**src/rtl/wb_port_arbiter_if.sv**
```systemverilog
// Writeback bundle between the execute-stage sources and the register-file write-port arbiter.
interface wb_port_arbiter_if;
  logic [2:0]  src_req;
  logic [14:0] src_addr;
  logic [95:0] src_data;
  logic        flush;
  logic        ovf_clr;
  logic        rf_we;
  logic [4:0]  rf_waddr;
  logic [31:0] rf_wdata;
  logic [2:0]  src_full;
  logic [2:0]  src_ovf;
  logic        busy;

  modport master (
    output src_req, src_addr, src_data, flush, ovf_clr,
    input  rf_we, rf_waddr, rf_wdata, src_full, src_ovf, busy
  );

  modport slave (
    input  src_req, src_addr, src_data, flush, ovf_clr,
    output rf_we, rf_waddr, rf_wdata, src_full, src_ovf, busy
  );
endinterface

```
**src/rtl/wb_port_arbiter.sv**
```systemverilog
// Drains three per-source writeback FIFOs into one registered register-file write port.
// WB_ARB_RR_EN selects round-robin arbitration; default is fixed priority src0 > src1 > src2.
module wb_port_arbiter #(
  parameter int unsigned DEPTH = 2,
  parameter int unsigned PTR_W = 1
) (
  input logic              clk,
  input logic              reset_n,
  wb_port_arbiter_if.slave wb
);
  localparam int unsigned NSRC  = 3;
  localparam int unsigned AW    = 5;
  localparam int unsigned DW    = 32;
  localparam int unsigned CNT_W = PTR_W + 1;

  logic [AW-1:0]    addr_mem_q [NSRC][DEPTH];
  logic [AW-1:0]    addr_mem_d [NSRC][DEPTH];
  logic [DW-1:0]    data_mem_q [NSRC][DEPTH];
  logic [DW-1:0]    data_mem_d [NSRC][DEPTH];
  logic [PTR_W-1:0] wr_ptr_q [NSRC];
  logic [PTR_W-1:0] wr_ptr_d [NSRC];
  logic [PTR_W-1:0] rd_ptr_q [NSRC];
  logic [PTR_W-1:0] rd_ptr_d [NSRC];
  logic [CNT_W-1:0] cnt_q [NSRC];
  logic [CNT_W-1:0] cnt_d [NSRC];
  logic [NSRC-1:0]  ovf_q, ovf_d;
  logic [1:0]       last_grant_q, last_grant_d;
  logic             rf_we_q, rf_we_d;
  logic [AW-1:0]    rf_waddr_q, rf_waddr_d;
  logic [DW-1:0]    rf_wdata_q, rf_wdata_d;

  logic [NSRC-1:0]  nonempty;
  logic [NSRC-1:0]  full;
  logic [NSRC-1:0]  push_req;
  logic [NSRC-1:0]  pop;

  // Per-source status; writes to x0 never enter a FIFO.
  always_comb begin
    for (int i = 0; i < NSRC; i++) begin
      nonempty[i] = (cnt_q[i] != '0);
      full[i]     = (cnt_q[i] == CNT_W'(DEPTH));
      push_req[i] = wb.src_req[i] && (wb.src_addr[AW*i +: AW] != '0);
    end
  end

`ifdef WB_ARB_RR_EN
  logic [1:0] cand;

  // Round-robin: search from the source after the last grant.
  always_comb begin
    pop  = '0;
    cand = (last_grant_q == 2'd2) ? 2'd0 : last_grant_q + 2'd1;
    for (int k = 0; k < NSRC; k++) begin
      for (int i = 0; i < NSRC; i++) begin
        if ((pop == '0) && (cand == 2'(i)) && nonempty[i]) pop[i] = 1'b1;
      end
      cand = (cand == 2'd2) ? 2'd0 : cand + 2'd1;
    end
  end
`else
  // Fixed priority: lowest index wins.
  always_comb begin
    pop = '0;
    for (int i = 0; i < NSRC; i++) begin
      if ((pop == '0) && nonempty[i]) pop[i] = 1'b1;
    end
  end
`endif

  always_comb begin
    addr_mem_d   = addr_mem_q;
    data_mem_d   = data_mem_q;
    wr_ptr_d     = wr_ptr_q;
    rd_ptr_d     = rd_ptr_q;
    cnt_d        = cnt_q;
    ovf_d        = wb.ovf_clr ? '0 : ovf_q;
    last_grant_d = last_grant_q;
    rf_we_d      = 1'b0;
    rf_waddr_d   = rf_waddr_q;
    rf_wdata_d   = rf_wdata_q;
    if (wb.flush) begin
      for (int i = 0; i < NSRC; i++) begin
        wr_ptr_d[i] = '0;
        rd_ptr_d[i] = '0;
        cnt_d[i]    = '0;
      end
    end else begin
      for (int i = 0; i < NSRC; i++) begin
        if (pop[i]) begin
          rf_we_d      = 1'b1;
          rf_waddr_d   = addr_mem_q[i][rd_ptr_q[i]];
          rf_wdata_d   = data_mem_q[i][rd_ptr_q[i]];
          rd_ptr_d[i]  = rd_ptr_q[i] + PTR_W'(1);
          last_grant_d = 2'(i);
        end
        // A full FIFO still accepts a push when it is popped in the same cycle.
        if (push_req[i] && (!full[i] || pop[i])) begin
          addr_mem_d[i][wr_ptr_q[i]] = wb.src_addr[AW*i +: AW];
          data_mem_d[i][wr_ptr_q[i]] = wb.src_data[DW*i +: DW];
          wr_ptr_d[i] = wr_ptr_q[i] + PTR_W'(1);
          cnt_d[i]    = cnt_q[i] + CNT_W'(1) - CNT_W'(pop[i]);
        end else begin
          cnt_d[i] = cnt_q[i] - CNT_W'(pop[i]);
          if (push_req[i]) ovf_d[i] = 1'b1;
        end
      end
    end
  end

  always_ff @(posedge clk or negedge reset_n) begin
    if (!reset_n) begin
      for (int i = 0; i < NSRC; i++) begin
        for (int j = 0; j < DEPTH; j++) begin
          addr_mem_q[i][j] <= '0;
          data_mem_q[i][j] <= '0;
        end
        wr_ptr_q[i] <= '0;
        rd_ptr_q[i] <= '0;
        cnt_q[i]    <= '0;
      end
      ovf_q        <= '0;
      last_grant_q <= 2'd2;
      rf_we_q      <= 1'b0;
      rf_waddr_q   <= '0;
      rf_wdata_q   <= '0;
    end else begin
      addr_mem_q   <= addr_mem_d;
      data_mem_q   <= data_mem_d;
      wr_ptr_q     <= wr_ptr_d;
      rd_ptr_q     <= rd_ptr_d;
      cnt_q        <= cnt_d;
      ovf_q        <= ovf_d;
      last_grant_q <= last_grant_d;
      rf_we_q      <= rf_we_d;
      rf_waddr_q   <= rf_waddr_d;
      rf_wdata_q   <= rf_wdata_d;
    end
  end

  assign wb.rf_we    = rf_we_q;
  assign wb.rf_waddr = rf_waddr_q;
  assign wb.rf_wdata = rf_wdata_q;
  assign wb.src_full = full;
  assign wb.src_ovf  = ovf_q;
  assign wb.busy     = rf_we_q | (|nonempty);
endmodule

```
**src/flat_wrapper.sv**
```systemverilog
// flat-port wrapper written by rule: the top's interface ports become plain ports
module wb_port_arbiter_flat 
#(
  parameter int unsigned DEPTH = 2,
  parameter int unsigned PTR_W = 1
)
  (clk, reset_n, wb_src_req, wb_src_addr, wb_src_data, wb_flush, wb_ovf_clr, wb_rf_we, wb_rf_waddr, wb_rf_wdata, wb_src_full, wb_src_ovf, wb_busy);
  wb_port_arbiter_if wb_i ();
  input logic clk;
  input logic reset_n;
  input wire logic [$bits(wb_i.src_req)-1:0] wb_src_req;
  input wire logic [$bits(wb_i.src_addr)-1:0] wb_src_addr;
  input wire logic [$bits(wb_i.src_data)-1:0] wb_src_data;
  input wire logic [$bits(wb_i.flush)-1:0] wb_flush;
  input wire logic [$bits(wb_i.ovf_clr)-1:0] wb_ovf_clr;
  output wire logic [$bits(wb_i.rf_we)-1:0] wb_rf_we;
  output wire logic [$bits(wb_i.rf_waddr)-1:0] wb_rf_waddr;
  output wire logic [$bits(wb_i.rf_wdata)-1:0] wb_rf_wdata;
  output wire logic [$bits(wb_i.src_full)-1:0] wb_src_full;
  output wire logic [$bits(wb_i.src_ovf)-1:0] wb_src_ovf;
  output wire logic [$bits(wb_i.busy)-1:0] wb_busy;
  assign wb_i.src_req = wb_src_req;
  assign wb_i.src_addr = wb_src_addr;
  assign wb_i.src_data = wb_src_data;
  assign wb_i.flush = wb_flush;
  assign wb_i.ovf_clr = wb_ovf_clr;
  assign wb_rf_we = wb_i.rf_we;
  assign wb_rf_waddr = wb_i.rf_waddr;
  assign wb_rf_wdata = wb_i.rf_wdata;
  assign wb_src_full = wb_i.src_full;
  assign wb_src_ovf = wb_i.src_ovf;
  assign wb_busy = wb_i.busy;
  wb_port_arbiter #(.DEPTH(DEPTH), .PTR_W(PTR_W)) u_core (.clk(clk), .reset_n(reset_n), .wb(wb_i));
endmodule
```
**config.mk**
```make
export PLATFORM = sky130hd
export DESIGN_NAME = wb_port_arbiter_flat
export DESIGN_NICKNAME = d
export VERILOG_FILES = /design/src/rtl/wb_port_arbiter_if.sv /design/src/rtl/wb_port_arbiter.sv /design/src/flat_wrapper.sv
export SDC_FILE = /design/constraint.sdc
export NUM_CORES = 1
export LEC_CHECK = 0
export CORE_UTILIZATION = 30
export DETAILED_ROUTE_END_ITERATION = 16
export PLACE_DENSITY = 0.47
export RECOVER_POWER = 25
export SETUP_SLACK_MARGIN = 0.5
export SYNTH_ARGS = -nofsm -noshare
export SYNTH_HDL_FRONTEND = slang
export SYNTH_SLANG_ARGS = --single-unit
```
**constraint.sdc**
```tcl
create_clock -name clk -period 3.85 [get_ports clk]
set_clock_uncertainty 0.15 [all_clocks]
set_input_delay 0.77 -clock clk [delete_from_list [all_inputs] [get_ports clk]]
set_output_delay 0.77 -clock clk [all_outputs]
set_load 0.005 [all_outputs]
```
==> flow_metrics.tcl, run 1 <==
set metrics [dict create \
    clk_latency_ps 530 \
    cts_root_buffer "clkbuf_16" \
    required_ps 2930 \
    place.gp.congestion 0.7233 \
    crit_type "reg -> out" \
    grt_use_total_pct 17.57 \
    avgRoutedWirePerCell_um 21.82 \
    cts_buffers 35 \
    die-area_um2 42910 \
    fin_area_um2 16060 \
    rsz0062_at_grt "false" \
    port_buffers 162 \
    die_h_um 207.1 \
    hold_violations 0 \
    startpoint_type "register" \
    num_vias 8303 \
    n_fill_cell 3954 \
    grt_pass1_vias 8922 \
    drive_gt1_share_pct 22.33 \
    final-seq-area_um2 6885 \
    post_cts_buffers 0 \
    clk_pin_slew_ps 60 \
    numClockSinks 275 \
    ir_drop_v 0.0002885 \
    hpwlAfterDp_um 23670 \
    netlist_area_um2 12620 \
    min_period_ps 3138 \
    leakagePower_nw 6.587 \
    yosysUniqueCellTypes 43 \
    synth_nets 1102 \
    layout_common_cells "272 x dfrtp_1, 160 x clkdlybuf4s50_1, 125 x mux2_2" \
    cts_tree "yes" \
    grt_start_max_net_pins 101 \
    start_util_pct 30.64 \
    io-pin-count 163 \
    synth_area_per_cell_um2 12.88 \
    yosysWarnings 0 \
    r2r_end "u_core.wb.rf_wdata[18]" \
    drc 0 \
    via_per_inst 4.907 \
    worst-r2r-cell-count 4 \
    finalWirelength_um 36920 \
    ys_seq_elements 275 \
    core_um2 41200 \
    multi_input_area_um2 5388 \
    final_nets 1259 \
    area_growth_pct 27.18 \
    overflow 0 \
    dieWidth_um 207.1 \
    antenna_found_initial 0 \
    setup_violations 0 \
    fmax_mhz 318.7 \
    cp_max_fo 7 \
    rows 74 \
    cts_max_path_buffers 3 \
    drtIter0Drc 364 \
    layout_commonest_cell "dfrtp_1" \
    drt-pass1-iter-count 4 \
    yosysSeqAreaShare_pct 54.51 \
    worstPathArrival_ps 2220 \
    powerDensity_nw_per_um2 744.3 \
    post_cts_resized 0 \
    post_dp_cell_area_um2 14920 \
    crit-reg2reg-launch "u_core.cnt_q[2]" \
    antenna_left 0 \
    drv_cap 0 \
    end_kind "primary output" \
    slew_headroom_pct 8.736 \
    grt_pass1_wl_um 57030 \
    hold_buffers 0 \
    status "complete, no violations" \
    tns_ps 0 \
    period_share_pct 81.50 \
    antenna_cells 0 \
    final_max_slew_viol_count 0 \
    htreeDepth 2 \
    syn_inst 980 \
    rrSetupSlack_ps 1200 \
    worstMarginPinSlew_ps 1369 \
    hold_class "in -> async" \
]
[registers in the layout (all words and copies together), names as in the netlist]
signal and flops:
u_core.wr_ptr_q 3, u_core.cnt_q 6, u_core.rd_ptr_q 3, u_core.data_mem_q 192, u_core.wb.rf_we 1, u_core.wb.rf_wdata 32
u_core.wb.src_ovf 3, u_core.addr_mem_q 30, u_core.wb.rf_waddr 5
[worst max-delay path by stage]
stage | startpoint | to | slack [ps] | cells after the start
2_1_floorplan | wb_src_addr[5] | u_core.addr_mem_q[15] | 1270 | 6
3_3_place_gp | wb_src_addr[5] | u_core.data_mem_q[115] | 550 | 6
3_5_place_dp | wb_src_addr[11] | u_core.data_mem_q[37] | 550 | 6
4_1_cts | u_core.cnt_q[2] | wb_busy | 660 | 3
5_1_grt | u_core.cnt_q[2] | wb_busy | 630 | 3
6_report | u_core.cnt_q[2] | wb_busy | 710 | 3
[worst max-delay path: stages, from the launching register on]
cell and delay [ps]:
dfrtp_1 480, nor4_4 570, nand3b_1 170, clkdlybuf4s50_1 480
[layer usage]
layer	vias up	track usage (%)	wire length, um
met2	160	28.41	17310
met1	4243	24.14	17560
met3	43	2.911	1348
met5	-	0	0
li1	3857	-	-
met4	0	5.172	706
[area by class of cell]
| cell class | count | area share (%) |
|---|---|---|
| sequential | 275 | 42.88 |
| multi-input combinational | 624 | 33.55 |
| timing repair buffer | 191 | 12.02 |
| clock buffer | 56 | 7.021 |
| tap | 532 | 4.146 |
| inverter | 10 | 0.2338 |
| clock inverter | 4 | 0.1481 |
[metrics by stage]
stage                     hold WS, ps  utilization [%]  instances  setup slack [ps]  total power (W)
after global routing            206.9            38.97       1692             625.3          0.01271
after global placement          312.8            36.21       1632             545.1         0.008760
after floorplan                 307.8                -        980              1270         0.007109
final                           160.3            38.97       1692             712.4          0.01195
after detailed placement        323.5            36.21       1632             553.6         0.008818
after CTS                       179.0            39.01       1692             658.9          0.01215
[synthesized netlist by cell type]
library cell / instances / area share [%]
mux2_2: 125 / 11
xor2_1: 3 / 0.21
a31oi_1: 37 / 1.8
o21ai_1: 24 / 0.95
xnor2_1: 6 / 0.42
a21o_1: 1 / 0.059
or4_1: 4 / 0.24
mux2_1: 67 / 6.0
or2_2: 1 / 0.050
nor2_1: 15 / 0.45
a311o_1: 2 / 0.16
or3_1: 2 / 0.099
dfrtp_1: 275 / 55
inv_1: 9 / 0.27
nand3b_1: 4 / 0.24
o21ai_2: 1 / 0.069
nand2b_1: 3 / 0.15
clkbuf_1: 40 / 1.2
o221ai_1: 2 / 0.14
or2_1: 1 / 0.050
and3_1: 1 / 0.050
o211ai_2: 1 / 0.099
o21ai_0: 51 / 2.0
buf_6: 9 / 0.80
o211ai_1: 1 / 0.059
mux2_4: 30 / 3.6
buf_4: 6 / 0.36
nor3_1: 37 / 1.5
nor2b_1: 2 / 0.099
mux2i_1: 111 / 8.8
inv_2: 1 / 0.030
nand3_1: 37 / 1.5
o32ai_1: 2 / 0.14
nor4_4: 1 / 0.17
a21oi_1: 2 / 0.079
buf_1: 3 / 0.089
nand2_1: 40 / 1.2
and2_1: 1 / 0.050
nor3_2: 1 / 0.079
nor3b_1: 2 / 0.12
buf_2: 13 / 0.52
and4b_1: 2 / 0.16
ha_1: 4 / 0.40
[cell families (layout without fill, tap and decap cells)]
family / count (synthesis) / count (layout) / synth area share, %
mux: 333 / 333 / 29.49
buf+inv: 81 / 261 / 3.251
xor+xnor: 9 / 9 / 0.6244
compound gates: 124 / 124 / 5.610
flops: 275 / 275 / 54.51
simple gates: 154 / 154 / 6.115
fa+ha+maj: 4 / 4 / 0.3964
[power breakdown]
group / leakage (nW) / internal (W) / total (W) / switching (W)
Sequential: 3.30 / 0.00397 / 0.00467 / 0.000702
Clock: 0.573 / 0.00200 / 0.00325 / 0.00125
Combinational: 2.71 / 0.00204 / 0.00403 / 0.00199
No activity file was read; power rests on OpenSTA's default activity.
==> run 2, diff against run 1 <==
clock period = 2.9 ns   (was 3.85 ns; I/O delays follow)
==> run 2 against run 1 <==
The flow now finishes with violations (capacitance limit, slew limit). Register-to-register slack worse by 650 ps. Sequential power rose by 31%. Largest power group unchanged. Critical path depth up 2. Final cell count is 2.7% higher. Utilization grew 1.6 points. Highest routed layer unchanged.
==> flow_metrics.tcl, run 2 (synthesis results as in run 1) <==
set metrics [dict create \
    cts_buffers 34 \
    period_share_pct 85.20 \
    core_um2 41200 \
    area_growth_pct 32.27 \
    drv_cap 1 \
    grt_pass1_vias 9115 \
    whs_ps 215.9 \
    io-pin-count 163 \
    final_max_slew_viol_count 53 \
    die_h_um 207.1 \
    drive_gt1_share_pct 27.45 \
    hpwlAfterDp_um 24200 \
    antenna_left 0 \
    whs_path_depth 2 \
    rsz0062_at_grt "true" \
    crit_type "reg -> out" \
    layout_commonest_cell "dfrtp_1" \
    place.gp.congestion 0.7324 \
    worstPathArrival_ps 1740 \
    final_util_pct 40.53 \
    slowest_stage "dfrtp_2" \
    worst-r2r-cell-count 7 \
    rows 74 \
    port_buffers 162 \
    numClockSinks 275 \
    hp-start "wb_src_addr[8]" \
    worstMarginPinSlew_ps 1662 \
    slowest_delay_ps 410 \
    r2r_end "u_core.wb.rf_wdata[14]" \
    finalWirelength_um 36660 \
    leakagePower_nw 6.924 \
    hold_class "in -> reg" \
    cp_max_fo 2 \
    powerDensity_nw_per_um2 963.3 \
    final_nets 1305 \
    overflow 0 \
    setup_violations 0 \
    end_kind "primary output" \
    clk_latency_ps 550 \
    dieWidth_um 207.1 \
    cts_root_buffer "clkbuf_16" \
    grt_use_total_pct 17.37 \
    num_vias 8574 \
    htreeDepth 2 \
    largest_reg_flops 192 \
    drt-pass1-iter-count 4 \
    required_ps 2170 \
    antenna_cells 0 \
    min_period_ps 2471 \
    start_util_pct 30.64 \
    crit-reg2reg-launch "u_core.cnt_q[2]" \
    cts_max_path_buffers 3 \
    slew_headroom_pct -10.78 \
    hold_violations 0 \
    avgRoutedWirePerCell_um 21.10 \
    crit_chain "buf_6 > nor4_4 > buf_4 > nand3b_1 > clkbuf_2" \
    via_per_inst 4.933 \
    cts_tree "yes" \
    layout_common_cells "266 x dfrtp_1, 154 x clkdlybuf4s50_1, 125 x mux2_2" \
    hold_end "u_core.addr_mem_q[13]" \
    drc 0 \
    largest-register "u_core.data_mem_q" \
    die-area_um2 42910 \
    rrSetupSlack_ps 550 \
    ir_drop_v 0.0004457 \
    grt_start_max_net_pins 57 \
    violations "capacitance limit, slew limit" \
    grt_pass1_wl_um 57330 \
    antenna_found_initial 0 \
    status "complete, but fails checks" \
    post_dp_cell_area_um2 15220 \
    fin_area_um2 16700 \
    startpoint_type "register" \
    clk_pin_slew_ps 60 \
    drtIter0Drc 398 \
    fmax_mhz 404.7 \
]
run 2: changes by cell type in the layout (fill, tap and decap cells not counted), moves of 6 or more:
cell	previous run	this run
buf_4	21	46
nor3_1	37	22
nor3_2	0	14
buf_12	7	20
clkbuf_8	13	6
clkdlybuf4s50_1	160	154
dfrtp_1	272	266
dfrtp_2	3	9
run 2: worst max-delay path: cells and delay by family (launching register included):
| kind | cells | cell delay [ps] |
|---|---|---|
| DFF | 1 | 410 |
| and+or+nand+nor | 2 | 380 |
| buffers and inverters | 3 | 410 |
run 2: cell type report:
cell class,instances,area [um2]
sequential,275,6893
timing repair buffer,238,2521
tap,532,665.6
fill,3899,24500
multi-input combinational,624,5514
inverter,10,37.54
clock inverter,13,111.4
clock buffer,46,955.9
run 2: through the flow:
step	total power, W	worst slack [ps]	setup TNS (ps)	instances
2_1_floorplan	0.009438	509.6	0	980
3_3_place_gp	0.01168	-73.38	-2239	1655
3_5_place_dp	0.01178	-104.7	-3778	1655
4_1_cts	0.01614	337.8	0	1727
5_1_grt	0.01716	359.0	0	1738
6_report	0.01609	429.2	0	1738
run 2: power breakdown:
part / internal (W) / switching [W]
sequential: 0.00528 / 0.000843
clock: 0.00241 / 0.00171
combinational: 0.00303 / 0.00282
total: 0.0107 / 0.00537
run 2: metal layers:
layer / vias up / wire, um / share of wire, % / GRT usage, %
li1: 3959 / - / - / -
met1: 4400 / 17390 / 47 / 23.97
met2: 172 / 17120 / 47 / 28.18
met3: 43 / 1329 / 3.6 / 2.592
met4: 0 / 826 / 2.3 / 5.095
met5: - / 0 / 0 / 0
run 2: how the worst max path moves through the flow:
stage	startpoint	end	slack, ps	cells past startpoint
final	u_core.cnt_q[2]	wb_busy	430	5
after global routing	reset_n	u_core.data_mem_q[82]	360	3
after CTS	u_core.cnt_q[2]	u_core.wb.rf_wdata[14]	340	7
after detailed placement	wb_src_addr[5]	u_core.data_mem_q[112]	-100	6
after global placement	wb_src_addr[5]	u_core.data_mem_q[112]	-70	6
after floorplan	wb_src_addr[5]	u_core.addr_mem_q[15]	510	6
run 2: repair_timing:
| action | CTS | global route |
|---|---|---|
| buffers inserted | 12 | 7 |
| endpoints found under the hold margin | 50 | 0 |
| pin swaps | 3 | 4 |
| resized for setup | 17 | 32 |
| cloned | 0 | 4 |
| hold buffers | 1 | 0 |
| endpoints found under the setup margin | 36 | 135 |
